===== src/rtl/ddr_rd_train_pkg.sv =====
// Shared types and constants for the DDR read eye-centering controller.
// Holds the FSM state enum, default parameters and training pattern bytes.
package ddr_rd_train_pkg;

  typedef enum logic [3:0] {
    ST_IDLE,
    ST_LOAD,
    ST_SETTLE,
    ST_CLEAR,
    ST_SAMPLE,
    ST_EVAL,
    ST_STEP,
    ST_CENTER,
    ST_DONE
  } state_e;

  // What a SETTLE period is waiting for.
  typedef enum logic [1:0] {
    PH_SWEEP,
    PH_CENTER,
    PH_PARK
  } phase_e;

  localparam int DEF_TAP_W      = 8;
  localparam int DEF_MAX_TAPS   = 128;
  localparam int DEF_SETTLE_CYC = 4;
  localparam int DEF_SAMPLE_CYC = 16;
  localparam int DEF_MIN_WIN    = 4;

  localparam logic [7:0] TRAIN_PAT_A = 8'h55;
  localparam logic [7:0] TRAIN_PAT_B = 8'hAA;

  function automatic int max2(input int a, input int b);
    return (a > b) ? a : b;
  endfunction

endpackage


===== src/rtl/ddr_rd_eye_centering_if.sv =====
// IOD-side bundle of the read eye-centering controller.
// master: controller (drives DELAY_LINE_*, CLEAR_FLAGS); slave: IOD.
interface ddr_rd_eye_centering_if;

  logic       EYE_MONITOR_EARLY;
  logic       EYE_MONITOR_LATE;
  logic       DELAY_LINE_OUT_OF_RANGE;
  logic [7:0] RX_DATA;
  logic       DELAY_LINE_LOAD;
  logic       DELAY_LINE_MOVE;
  logic       DELAY_LINE_DIRECTION;
  logic       EYE_MONITOR_CLEAR_FLAGS;

  modport master (
    input  EYE_MONITOR_EARLY,
    input  EYE_MONITOR_LATE,
    input  DELAY_LINE_OUT_OF_RANGE,
    input  RX_DATA,
    output DELAY_LINE_LOAD,
    output DELAY_LINE_MOVE,
    output DELAY_LINE_DIRECTION,
    output EYE_MONITOR_CLEAR_FLAGS
  );

  modport slave (
    output EYE_MONITOR_EARLY,
    output EYE_MONITOR_LATE,
    output DELAY_LINE_OUT_OF_RANGE,
    output RX_DATA,
    input  DELAY_LINE_LOAD,
    input  DELAY_LINE_MOVE,
    input  DELAY_LINE_DIRECTION,
    input  EYE_MONITOR_CLEAR_FLAGS
  );

endinterface


===== src/rtl/rd_eye_window_track.sv =====
// Current/best passing-run tracker for the eye sweep.
// Ports: clr (new training), upd/pass/last/tap (per-tap verdict), best_* out.
module rd_eye_window_track #(
  parameter int TAP_W = 8
) (
  input  logic             clk,
  input  logic             rst,
  input  logic             clr,
  input  logic             upd,
  input  logic             pass,
  input  logic             last,
  input  logic [TAP_W-1:0] tap,
  output logic [TAP_W-1:0] best_start,
  output logic [TAP_W:0]   best_len,
  output logic [TAP_W-1:0] best_start_nx,
  output logic [TAP_W:0]   best_len_nx
);

  logic [TAP_W-1:0] cur_start_q, cur_start_d;
  logic [TAP_W:0]   cur_len_q, cur_len_d;
  logic [TAP_W-1:0] best_start_q, best_start_d;
  logic [TAP_W:0]   best_len_q, best_len_d;
  logic [TAP_W-1:0] ext_start;
  logic [TAP_W:0]   ext_len;
  logic             close;

  always_comb begin
    ext_len   = pass ? cur_len_q + 1'b1 : cur_len_q;
    ext_start = (pass && cur_len_q == '0) ? tap : cur_start_q;
    // A run closes on a failing tap or on the final tap of the sweep.
    close     = !pass || last;

    cur_start_d  = cur_start_q;
    cur_len_d    = cur_len_q;
    best_start_d = best_start_q;
    best_len_d   = best_len_q;
    if (clr) begin
      cur_start_d  = '0;
      cur_len_d    = '0;
      best_start_d = '0;
      best_len_d   = '0;
    end else if (upd) begin
      cur_start_d = ext_start;
      cur_len_d   = close ? '0 : ext_len;
      // Strict compare: ties keep the earlier window.
      if (close && ext_len > best_len_q) begin
        best_start_d = ext_start;
        best_len_d   = ext_len;
      end
    end
  end

  always_ff @(posedge clk or posedge rst) begin
    if (rst) begin
      cur_start_q  <= '0;
      cur_len_q    <= '0;
      best_start_q <= '0;
      best_len_q   <= '0;
    end else begin
      cur_start_q  <= cur_start_d;
      cur_len_q    <= cur_len_d;
      best_start_q <= best_start_d;
      best_len_q   <= best_len_d;
    end
  end

  assign best_start    = best_start_q;
  assign best_len      = best_len_q;
  assign best_start_nx = best_start_d;
  assign best_len_nx   = best_len_d;

endmodule


===== src/rtl/ddr_rd_eye_centering.sv =====
// Per-lane read eye sweep: find widest passing tap window, park at centre.
// Ports: FAB_CLK/ARST, START, iod (IOD bundle), BUSY/DONE/FAIL/WIN_*/FINAL_TAP. Option: RD_EYE_DATA_CHECK_EN.
module ddr_rd_eye_centering
  import ddr_rd_train_pkg::*;
#(
  parameter int TAP_W      = DEF_TAP_W,
  parameter int MAX_TAPS   = DEF_MAX_TAPS,
  parameter int SETTLE_CYC = DEF_SETTLE_CYC,
  parameter int SAMPLE_CYC = DEF_SAMPLE_CYC,
  parameter int MIN_WIN    = DEF_MIN_WIN
) (
  input  logic                  FAB_CLK,
  input  logic                  ARST,
  input  logic                  START,
  ddr_rd_eye_centering_if.master iod,
  output logic                  BUSY,
  output logic                  DONE,
  output logic                  FAIL,
  output logic [TAP_W-1:0]      WIN_START,
  output logic [TAP_W:0]        WIN_LEN,
  output logic [TAP_W-1:0]      FINAL_TAP
);

  localparam int CNT_W = $clog2(max2(SETTLE_CYC, SAMPLE_CYC) + 1);

  state_e           state_q, state_d;
  phase_e           phase_q, phase_d;
  logic [TAP_W-1:0] tap_q, tap_d;
  logic [CNT_W-1:0] cnt_q, cnt_d;
  logic             facc_q, facc_d;
  logic             oor_q, oor_d;
  logic             dir_q, dir_d;
  logic             busy_q, busy_d;
  logic             done_q, done_d;
  logic             fail_q, fail_d;
  logic [TAP_W-1:0] wst_q, wst_d;
  logic [TAP_W:0]   wln_q, wln_d;
  logic [TAP_W-1:0] ftap_q, ftap_d;

  logic             accept;
  logic             last_settle;
  logic             last_sample;
  logic             oor_hit;
  logic             tap_pass;
  logic             sweep_end;
  logic             win_fail;
  logic             mism;
  logic [TAP_W-1:0] best_start, best_start_nx;
  logic [TAP_W:0]   best_len, best_len_nx;
  logic [TAP_W-1:0] target;

  assign accept      = START &&
                       (state_q == ST_IDLE || state_q == ST_DONE);
  assign last_settle = cnt_q == CNT_W'(SETTLE_CYC - 1);
  assign last_sample = cnt_q == CNT_W'(SAMPLE_CYC - 1);
  assign oor_hit     = oor_q | iod.DELAY_LINE_OUT_OF_RANGE;
  assign tap_pass    = !(facc_q | oor_hit);
  assign sweep_end   = (tap_q == TAP_W'(MAX_TAPS - 1)) | oor_hit;
  assign win_fail    = best_len_nx < (TAP_W + 1)'(MIN_WIN);
  assign target      = best_start + TAP_W'(best_len >> 1);

`ifdef RD_EYE_DATA_CHECK_EN
  logic [7:0] exp_q, exp_d;

  // Phase locks on the first sample; the two patterns are bit inverses.
  always_comb begin
    mism  = 1'b0;
    exp_d = exp_q;
    if (state_q == ST_SAMPLE) begin
      if (cnt_q == '0) begin
        mism  = (iod.RX_DATA != TRAIN_PAT_A) &&
                (iod.RX_DATA != TRAIN_PAT_B);
        exp_d = (iod.RX_DATA == TRAIN_PAT_A) ? TRAIN_PAT_B
                                             : TRAIN_PAT_A;
      end else begin
        mism  = iod.RX_DATA != exp_q;
        exp_d = ~exp_q;
      end
    end
  end

  always_ff @(posedge FAB_CLK or posedge ARST) begin
    if (ARST) exp_q <= '0;
    else      exp_q <= exp_d;
  end
`else
  logic unused_rx;
  assign unused_rx = ^iod.RX_DATA;
  assign mism      = 1'b0;
`endif

  rd_eye_window_track #(
    .TAP_W(TAP_W)
  ) u_track (
    .clk          (FAB_CLK),
    .rst          (ARST),
    .clr          (accept),
    .upd          (state_q == ST_EVAL),
    .pass         (tap_pass),
    .last         (sweep_end),
    .tap          (tap_q),
    .best_start   (best_start),
    .best_len     (best_len),
    .best_start_nx(best_start_nx),
    .best_len_nx  (best_len_nx)
  );

  always_ff @(posedge FAB_CLK or posedge ARST) begin
    if (ARST) state_q <= ST_IDLE;
    else      state_q <= state_d;
  end

  always_comb begin
    state_d = state_q;
    phase_d = phase_q;
    unique case (state_q)
      ST_IDLE: if (accept) begin
        state_d = ST_LOAD;
        phase_d = PH_SWEEP;
      end
      ST_LOAD:   state_d = ST_SETTLE;
      ST_SETTLE: if (last_settle) begin
        unique case (phase_q)
          PH_SWEEP:  state_d = ST_CLEAR;
          PH_CENTER: state_d = (tap_q == target) ? ST_DONE
                                                 : ST_CENTER;
          default:   state_d = ST_DONE;
        endcase
      end
      ST_CLEAR:  state_d = ST_SAMPLE;
      ST_SAMPLE: if (last_sample) state_d = ST_EVAL;
      ST_EVAL: begin
        if (!sweep_end) begin
          state_d = ST_STEP;
        end else if (win_fail) begin
          state_d = ST_LOAD;
          phase_d = PH_PARK;
        end else begin
          // One settle before centring gives DIRECTION=0 setup time.
          state_d = ST_SETTLE;
          phase_d = PH_CENTER;
        end
      end
      ST_STEP:   state_d = ST_SETTLE;
      ST_CENTER: state_d = ST_SETTLE;
      ST_DONE: begin
        state_d = accept ? ST_LOAD : ST_IDLE;
        if (accept) phase_d = PH_SWEEP;
      end
      default:   state_d = ST_IDLE;
    endcase
  end

  always_comb begin
    iod.DELAY_LINE_LOAD         = 1'b0;
    iod.DELAY_LINE_MOVE         = 1'b0;
    iod.EYE_MONITOR_CLEAR_FLAGS = 1'b0;
    unique case (state_q)
      ST_LOAD:   iod.DELAY_LINE_LOAD         = 1'b1;
      ST_STEP:   iod.DELAY_LINE_MOVE         = 1'b1;
      ST_CENTER: iod.DELAY_LINE_MOVE         = 1'b1;
      ST_CLEAR:  iod.EYE_MONITOR_CLEAR_FLAGS = 1'b1;
      default: ;
    endcase
  end

  always_comb begin
    cnt_d = '0;
    if ((state_q == ST_SETTLE && !last_settle) ||
        (state_q == ST_SAMPLE && !last_sample))
      cnt_d = cnt_q + 1'b1;

    tap_d = tap_q;
    unique case (state_q)
      ST_LOAD:   tap_d = '0;
      ST_STEP:   tap_d = tap_q + 1'b1;
      ST_CENTER: tap_d = tap_q - 1'b1;
      default: ;
    endcase

    // Out-of-range is remembered from the move until the next move.
    oor_d = oor_q | iod.DELAY_LINE_OUT_OF_RANGE;
    if (state_q == ST_LOAD || state_q == ST_STEP ||
        state_q == ST_CENTER)
      oor_d = 1'b0;

    facc_d = facc_q;
    if (state_q == ST_CLEAR)
      facc_d = 1'b0;
    else if (state_q == ST_SAMPLE)
      facc_d = facc_q | iod.EYE_MONITOR_EARLY |
               iod.EYE_MONITOR_LATE | mism;

    dir_d = dir_q;
    if (state_q == ST_LOAD && phase_q == PH_SWEEP)
      dir_d = 1'b1;
    else if (state_q == ST_EVAL && sweep_end)
      dir_d = 1'b0;

    busy_d = busy_q;
    done_d = done_q;
    fail_d = fail_q;
    wst_d  = wst_q;
    wln_d  = wln_q;
    ftap_d = ftap_q;
    if (accept) begin
      busy_d = 1'b1;
      done_d = 1'b0;
      fail_d = 1'b0;
      wst_d  = '0;
      wln_d  = '0;
      ftap_d = '0;
    end else if (state_q == ST_SETTLE && state_d == ST_DONE) begin
      busy_d = 1'b0;
      done_d = 1'b1;
      fail_d = phase_q == PH_PARK;
      wst_d  = best_start;
      wln_d  = best_len;
      ftap_d = tap_q;
    end
  end

  always_ff @(posedge FAB_CLK or posedge ARST) begin
    if (ARST) begin
      phase_q <= PH_SWEEP;
      tap_q   <= '0;
      cnt_q   <= '0;
      facc_q  <= 1'b0;
      oor_q   <= 1'b0;
      dir_q   <= 1'b0;
      busy_q  <= 1'b0;
      done_q  <= 1'b0;
      fail_q  <= 1'b0;
      wst_q   <= '0;
      wln_q   <= '0;
      ftap_q  <= '0;
    end else begin
      phase_q <= phase_d;
      tap_q   <= tap_d;
      cnt_q   <= cnt_d;
      facc_q  <= facc_d;
      oor_q   <= oor_d;
      dir_q   <= dir_d;
      busy_q  <= busy_d;
      done_q  <= done_d;
      fail_q  <= fail_d;
      wst_q   <= wst_d;
      wln_q   <= wln_d;
      ftap_q  <= ftap_d;
    end
  end

  assign iod.DELAY_LINE_DIRECTION = dir_q;
  assign BUSY      = busy_q;
  assign DONE      = done_q;
  assign FAIL      = fail_q;
  assign WIN_START = wst_q;
  assign WIN_LEN   = wln_q;
  assign FINAL_TAP = ftap_q;

endmodule


===== src/flat_wrapper.sv =====
// flat-port wrapper written by rule: the top's interface ports become plain ports
module ddr_rd_eye_centering_flat import ddr_rd_train_pkg::*;
#(
  parameter int TAP_W      = DEF_TAP_W,
  parameter int MAX_TAPS   = DEF_MAX_TAPS,
  parameter int SETTLE_CYC = DEF_SETTLE_CYC,
  parameter int SAMPLE_CYC = DEF_SAMPLE_CYC,
  parameter int MIN_WIN    = DEF_MIN_WIN
)
  (FAB_CLK, ARST, START, BUSY, DONE, FAIL, WIN_START, WIN_LEN, FINAL_TAP, iod_EYE_MONITOR_EARLY, iod_EYE_MONITOR_LATE, iod_DELAY_LINE_OUT_OF_RANGE, iod_RX_DATA, iod_DELAY_LINE_LOAD, iod_DELAY_LINE_MOVE, iod_DELAY_LINE_DIRECTION, iod_EYE_MONITOR_CLEAR_FLAGS);
  ddr_rd_eye_centering_if iod_i ();
  input  logic FAB_CLK;
  input  logic ARST;
  input  logic START;
  output logic BUSY;
  output logic DONE;
  output logic FAIL;
  output logic [TAP_W-1:0] WIN_START;
  output logic [TAP_W:0] WIN_LEN;
  output logic [TAP_W-1:0] FINAL_TAP;
  input wire logic [$bits(iod_i.EYE_MONITOR_EARLY)-1:0] iod_EYE_MONITOR_EARLY;
  input wire logic [$bits(iod_i.EYE_MONITOR_LATE)-1:0] iod_EYE_MONITOR_LATE;
  input wire logic [$bits(iod_i.DELAY_LINE_OUT_OF_RANGE)-1:0] iod_DELAY_LINE_OUT_OF_RANGE;
  input wire logic [$bits(iod_i.RX_DATA)-1:0] iod_RX_DATA;
  output wire logic [$bits(iod_i.DELAY_LINE_LOAD)-1:0] iod_DELAY_LINE_LOAD;
  output wire logic [$bits(iod_i.DELAY_LINE_MOVE)-1:0] iod_DELAY_LINE_MOVE;
  output wire logic [$bits(iod_i.DELAY_LINE_DIRECTION)-1:0] iod_DELAY_LINE_DIRECTION;
  output wire logic [$bits(iod_i.EYE_MONITOR_CLEAR_FLAGS)-1:0] iod_EYE_MONITOR_CLEAR_FLAGS;
  assign iod_i.EYE_MONITOR_EARLY = iod_EYE_MONITOR_EARLY;
  assign iod_i.EYE_MONITOR_LATE = iod_EYE_MONITOR_LATE;
  assign iod_i.DELAY_LINE_OUT_OF_RANGE = iod_DELAY_LINE_OUT_OF_RANGE;
  assign iod_i.RX_DATA = iod_RX_DATA;
  assign iod_DELAY_LINE_LOAD = iod_i.DELAY_LINE_LOAD;
  assign iod_DELAY_LINE_MOVE = iod_i.DELAY_LINE_MOVE;
  assign iod_DELAY_LINE_DIRECTION = iod_i.DELAY_LINE_DIRECTION;
  assign iod_EYE_MONITOR_CLEAR_FLAGS = iod_i.EYE_MONITOR_CLEAR_FLAGS;
  ddr_rd_eye_centering #(.TAP_W(TAP_W), .MAX_TAPS(MAX_TAPS), .SETTLE_CYC(SETTLE_CYC), .SAMPLE_CYC(SAMPLE_CYC), .MIN_WIN(MIN_WIN)) u_core (.FAB_CLK(FAB_CLK), .ARST(ARST), .START(START), .iod(iod_i), .BUSY(BUSY), .DONE(DONE), .FAIL(FAIL), .WIN_START(WIN_START), .WIN_LEN(WIN_LEN), .FINAL_TAP(FINAL_TAP));
endmodule

===== config.mk =====
export PLATFORM = sky130hd
export DESIGN_NAME = ddr_rd_eye_centering_flat
export DESIGN_NICKNAME = d
export VERILOG_FILES = /design/src/rtl/ddr_rd_train_pkg.sv /design/src/rtl/ddr_rd_eye_centering_if.sv /design/src/rtl/rd_eye_window_track.sv /design/src/rtl/ddr_rd_eye_centering.sv /design/src/flat_wrapper.sv
export SDC_FILE = /design/constraint.sdc
export NUM_CORES = 1
export LEC_CHECK = 0
export CELL_PAD_IN_SITES_DETAIL_PLACEMENT = 1
export CELL_PAD_IN_SITES_GLOBAL_PLACEMENT = 2
export CORE_MARGIN = 8
export CORE_UTILIZATION = 40
export CTS_BUF_LIST = sky130_fd_sc_hd__clkbuf_4 sky130_fd_sc_hd__clkbuf_8
export DETAILED_ROUTE_END_ITERATION = 7
export HOLD_SLACK_MARGIN = 0.05
export PLACE_DENSITY = 0.84
export SLEW_MARGIN = 20
export SYNTH_ARGS = -nofsm -noshare
export SYNTH_HDL_FRONTEND = slang
export SYNTH_HIERARCHICAL = 1
export SYNTH_SLANG_ARGS = --single-unit

===== constraint.sdc =====
create_clock -name FAB_CLK -period 10.25 [get_ports FAB_CLK]
set_clock_uncertainty 0.05 [all_clocks]
set_input_delay 2.05 -clock FAB_CLK [delete_from_list [all_inputs] [get_ports FAB_CLK]]
set_output_delay 2.05 -clock FAB_CLK [all_outputs]
set_load 0.02 [all_outputs]

==> metrics.md <==
| Metric | Value |
|---|---|
| Die span in x | 128 µm |
| Die height | 128 µm |
| Flops & latches, synth | 84 |
| Fill cells | 1,408 |
| Worst setup path start | iod_DELAY_LINE_OUT_OF_RANGE |
| Storage cell area | 2100 µm² |
| Netlist Area Pre-Place | 4980 µm² |
| Final Critical Period | 6.81 ns |
| Final ANT Viol Nets | 0 |
| # clock sinks | 84 |
| Placed Area | 5480 µm² |
| Warnings from Yosys | 6 |
| Non-filler instance count after layout | 725 |
| First-pass GRT wire length | 21.7 mm |
| Multi-input logic area | 2560 µm² |
| Vias per cell | 5.37 |
| Initial antenna violation count | 0 |
| Final WL | 12.6 mm |
| Routability cong. | 0.837 |
| Cts bufs inserted | 9 |
| Hold_ws | 0.413 ns |
| Max-cap violations | 0 |
| DRT Pass-1 Iters | 4 |
| WL/cell | 17.4 µm |
| GR Util All Layers | 16.6% |
| DRC Markers | 0 |
| Synth area leaders | dfrtp_1 42%, mux2i_1 8.2%, ha_1 6.5%, inv_1 3.9%, nand2_1 3.8% |
| DP Wirelength | 9.52 mm |
| Die Footprint | 16,300 µm² |
| Yosys top cell area share | 42.2% |
| Final core utilization | 46.8% |
| Final global-route overflow total | 0 |
| Ys flop type | dfrtp_1 |
| Pleak | 2.65 nW |
| Fin area | 5650 µm² |
| PortBufs | 37 |
| Clock tree from TritonCTS | done |
| Critical path type | in2reg |
| Worst slew pin tran | 0.984 ns |
| Setup TNS | 0 ns |
| Core area | 12,100 µm² |
| Status | finished, final reports clean |
| Clk Latency, worst-skew pair | 0.36 ns |
| Diode count | 0 |
| Hold Path Class | reg2reg |
| Via count | 3,895 |
| Mapped Nets | 563 |
| Period utilization | 66.4% |
| Fraction of layout instances using a drive strength above 1 | 6.82% |
| Final hold vios | 0 |
| CTS Buffer Depth | 2 |
| Number of synthesized flops with an enable pin | 0 |
| Setup crit end kind | flop |
| Register area share after synthesis | 42.2% |
| 1st-iter DRT viols | 117 |
| Power density over the cells | 170 nW/µm² |
| Site Rows | 40 |
| Dpl cells | 710 |
| FFs w/ async S/R, synth | 100% |
| # IOs | 46 |
| Hold Buf Count CTS | 0 |
| H-tree levels | 3 |
| Setup WS pre-CTS | 3.11 ns |
| Clock Root Buffer | clkbuf_8 |
| Post-CTS Repair Setup Buffers | 0 |
| Max-slew violation count | 0 |
| Initial Util | 41.3% |
| Final setup fails | 0 |
| # nets final | 595 |
| Total power | 0.960 mW |
| CP startpoint kind | input port |
| Post-CTS Resized | 0 |
| Largest net degree at the start of global routing | 40 |
| Max_slew headroom | 34.3% |
| Worst VDD drop | 73.4 µV |
| Unique masters post-synth | 60 |
| Cells after Synth | 521 |
| Fmax | 147 MHz |
| Critical path fanouts, max | 11 |
| Vias in the first global route | 4,238 |
| Area growth syn-to-layout | 13.4% |
| Synth area leader | dfrtp_1 |
| RSZ-0062 raised after global routing | no |
| Critical R2R Launch | u_core/oor_q |
| Fin worst setup slack | 3.44 ns |
| Hold_sp | u_core/cnt_q[0] |
| Syn Area/Cell | 9.55 µm² |
| Req. time, crit path | 10.48 ns |
| Clock transition at the registers of the reported paths | 0.08 ns |
| CP Data Arrival Time | 7.04 ns |
## layer usage
metal	vias up	GRT usage [%]	share of wire, %
met2	47	27.7	48
li1	1883	-	-
met4	0	5.95	1.5
met1	1953	21.2	47
met3	12	2.79	3.1
met5	-	0	0
## worst paths after layout
kind                       depth (start not counted)                end  slack [ns]
setup reg to reg                                  16  u_core/state_q[0]        5.21
min in group asynchronous                          2    u_core/cnt_q[4]        1.92
setup / recovery                                  17  u_core/state_q[0]        3.44
hold reg to reg                                    1    u_core/cnt_q[0]        0.41
hold / removal                                     1    u_core/cnt_q[0]        0.41
max in group asynchronous                          3  u_core/WIN_LEN[4]        7.44
## worst max-delay path: stages
cell and delay (ns):
clkdlybuf4s50_1 0.43, nor3_1 0.19, buf_4 0.21, nand4_1 0.25, nor3_1 0.30, xor2_1 0.33
ha_1 0.32, nand4_1 0.12, nor3_1 0.08, or3_1 0.47, nor2_1 0.69, o31ai_1 0.17
nor4_1 0.65, nand3_1 0.20, nor2_1 0.30, a221oi_1 0.10, a31oi_1 0.15
## cells in the mapped netlist (2+ instances only)
cell      number
nor3b_1        4
fa_1           2
o31ai_1        2
a22oi_1        4
a31oi_1        4
nor3_1        18
buf_6          3
nand4_1        9
nor2_1        42
nor4b_4        2
mux2i_1       41
nand3_1        3
and2_1         3
a21oi_1       31
o211ai_1       2
o21a_1         2
a21o_1         3
a22o_1         2
xor2_1        10
or3_1          3
xnor2_1       18
inv_1         52
nand2b_1       4
a2111o_1       2
o21ba_2        2
o311a_1        4
clkbuf_1       7
dfrtp_1       84
nand2_1       51
nand3b_1       2
buf_2         10
nor4_1         6
a211oi_1      13
ha_1          26
o21ai_0       24
and3_1         2
## cells in the final DEF, fill, tap and decap left out, types with 4 or more instances in the layout
cell,count
o311a_1,4
a211oi_1,13
nand2b_1,4
a22oi_1,4
dfrtp_1,84
a21oi_1,31
clkbuf_4,4
clkdlybuf4s50_1,37
nand4_1,9
buf_4,6
nor4_1,6
xnor2_1,18
nor3b_1,4
clkbuf_8,9
xor2_1,10
ha_1,26
o21ai_0,24
nand2_1,51
inv_1,51
nor3_1,17
nor2_1,42
mux2i_1,41
## registers in the layout, indices dropped and copies added, names as in the netlist
| name | cells |
|---|---|
| u_core/tap_q | 8 |
| u_core/oor_q | 1 |
| u_core/u_track/best_len | 9 |
| u_core/cnt_q | 5 |
| u_core/WIN_START | 8 |
| u_core/FINAL_TAP | 8 |
| u_core/u_track/cur_len_q | 9 |
| u_core/DONE | 1 |
| u_core/iod.DELAY_LINE_DIRECTION | 1 |
| u_core/phase_q | 2 |
| u_core/facc_q | 1 |
| u_core/u_track/best_start | 8 |
| u_core/BUSY | 1 |
| u_core/WIN_LEN | 9 |
| u_core/state_q | 4 |
| u_core/u_track/cur_start_q | 8 |
| u_core/FAIL | 1 |
## report_power, final
group,internal [mW],leakage [nW],switching [mW]
sequential,0.366,1.14,0.0642
combinational,0.123,1.42,0.192
clock,0.0975,0.0872,0.117
total,0.586,2.65,0.373
## final cells by class
type / instances / share of cell area [%]
multi-input cells: 363 / 45.3
flip-flops and latches: 84 / 37.2
repair buffers: 43 / 7.36
well taps: 168 / 3.72
inverters: 52 / 3.46
clock buffers: 13 / 2.73
clock inverters: 2 / 0.222
## cells by family (layout without fill, tap and decap cells)
kind of cell,count (synthesis),in the layout,synth area share [%]
compound gates,108,108,14.6
xor+xnor,28,28,4.93
fa+ha+maj,28,28,7.34
buf+inv,74,110,6.84
flops,84,84,42.2
mux,41,41,8.25
simple gates,158,158,15.8
(Power assumes the default switching activity.)
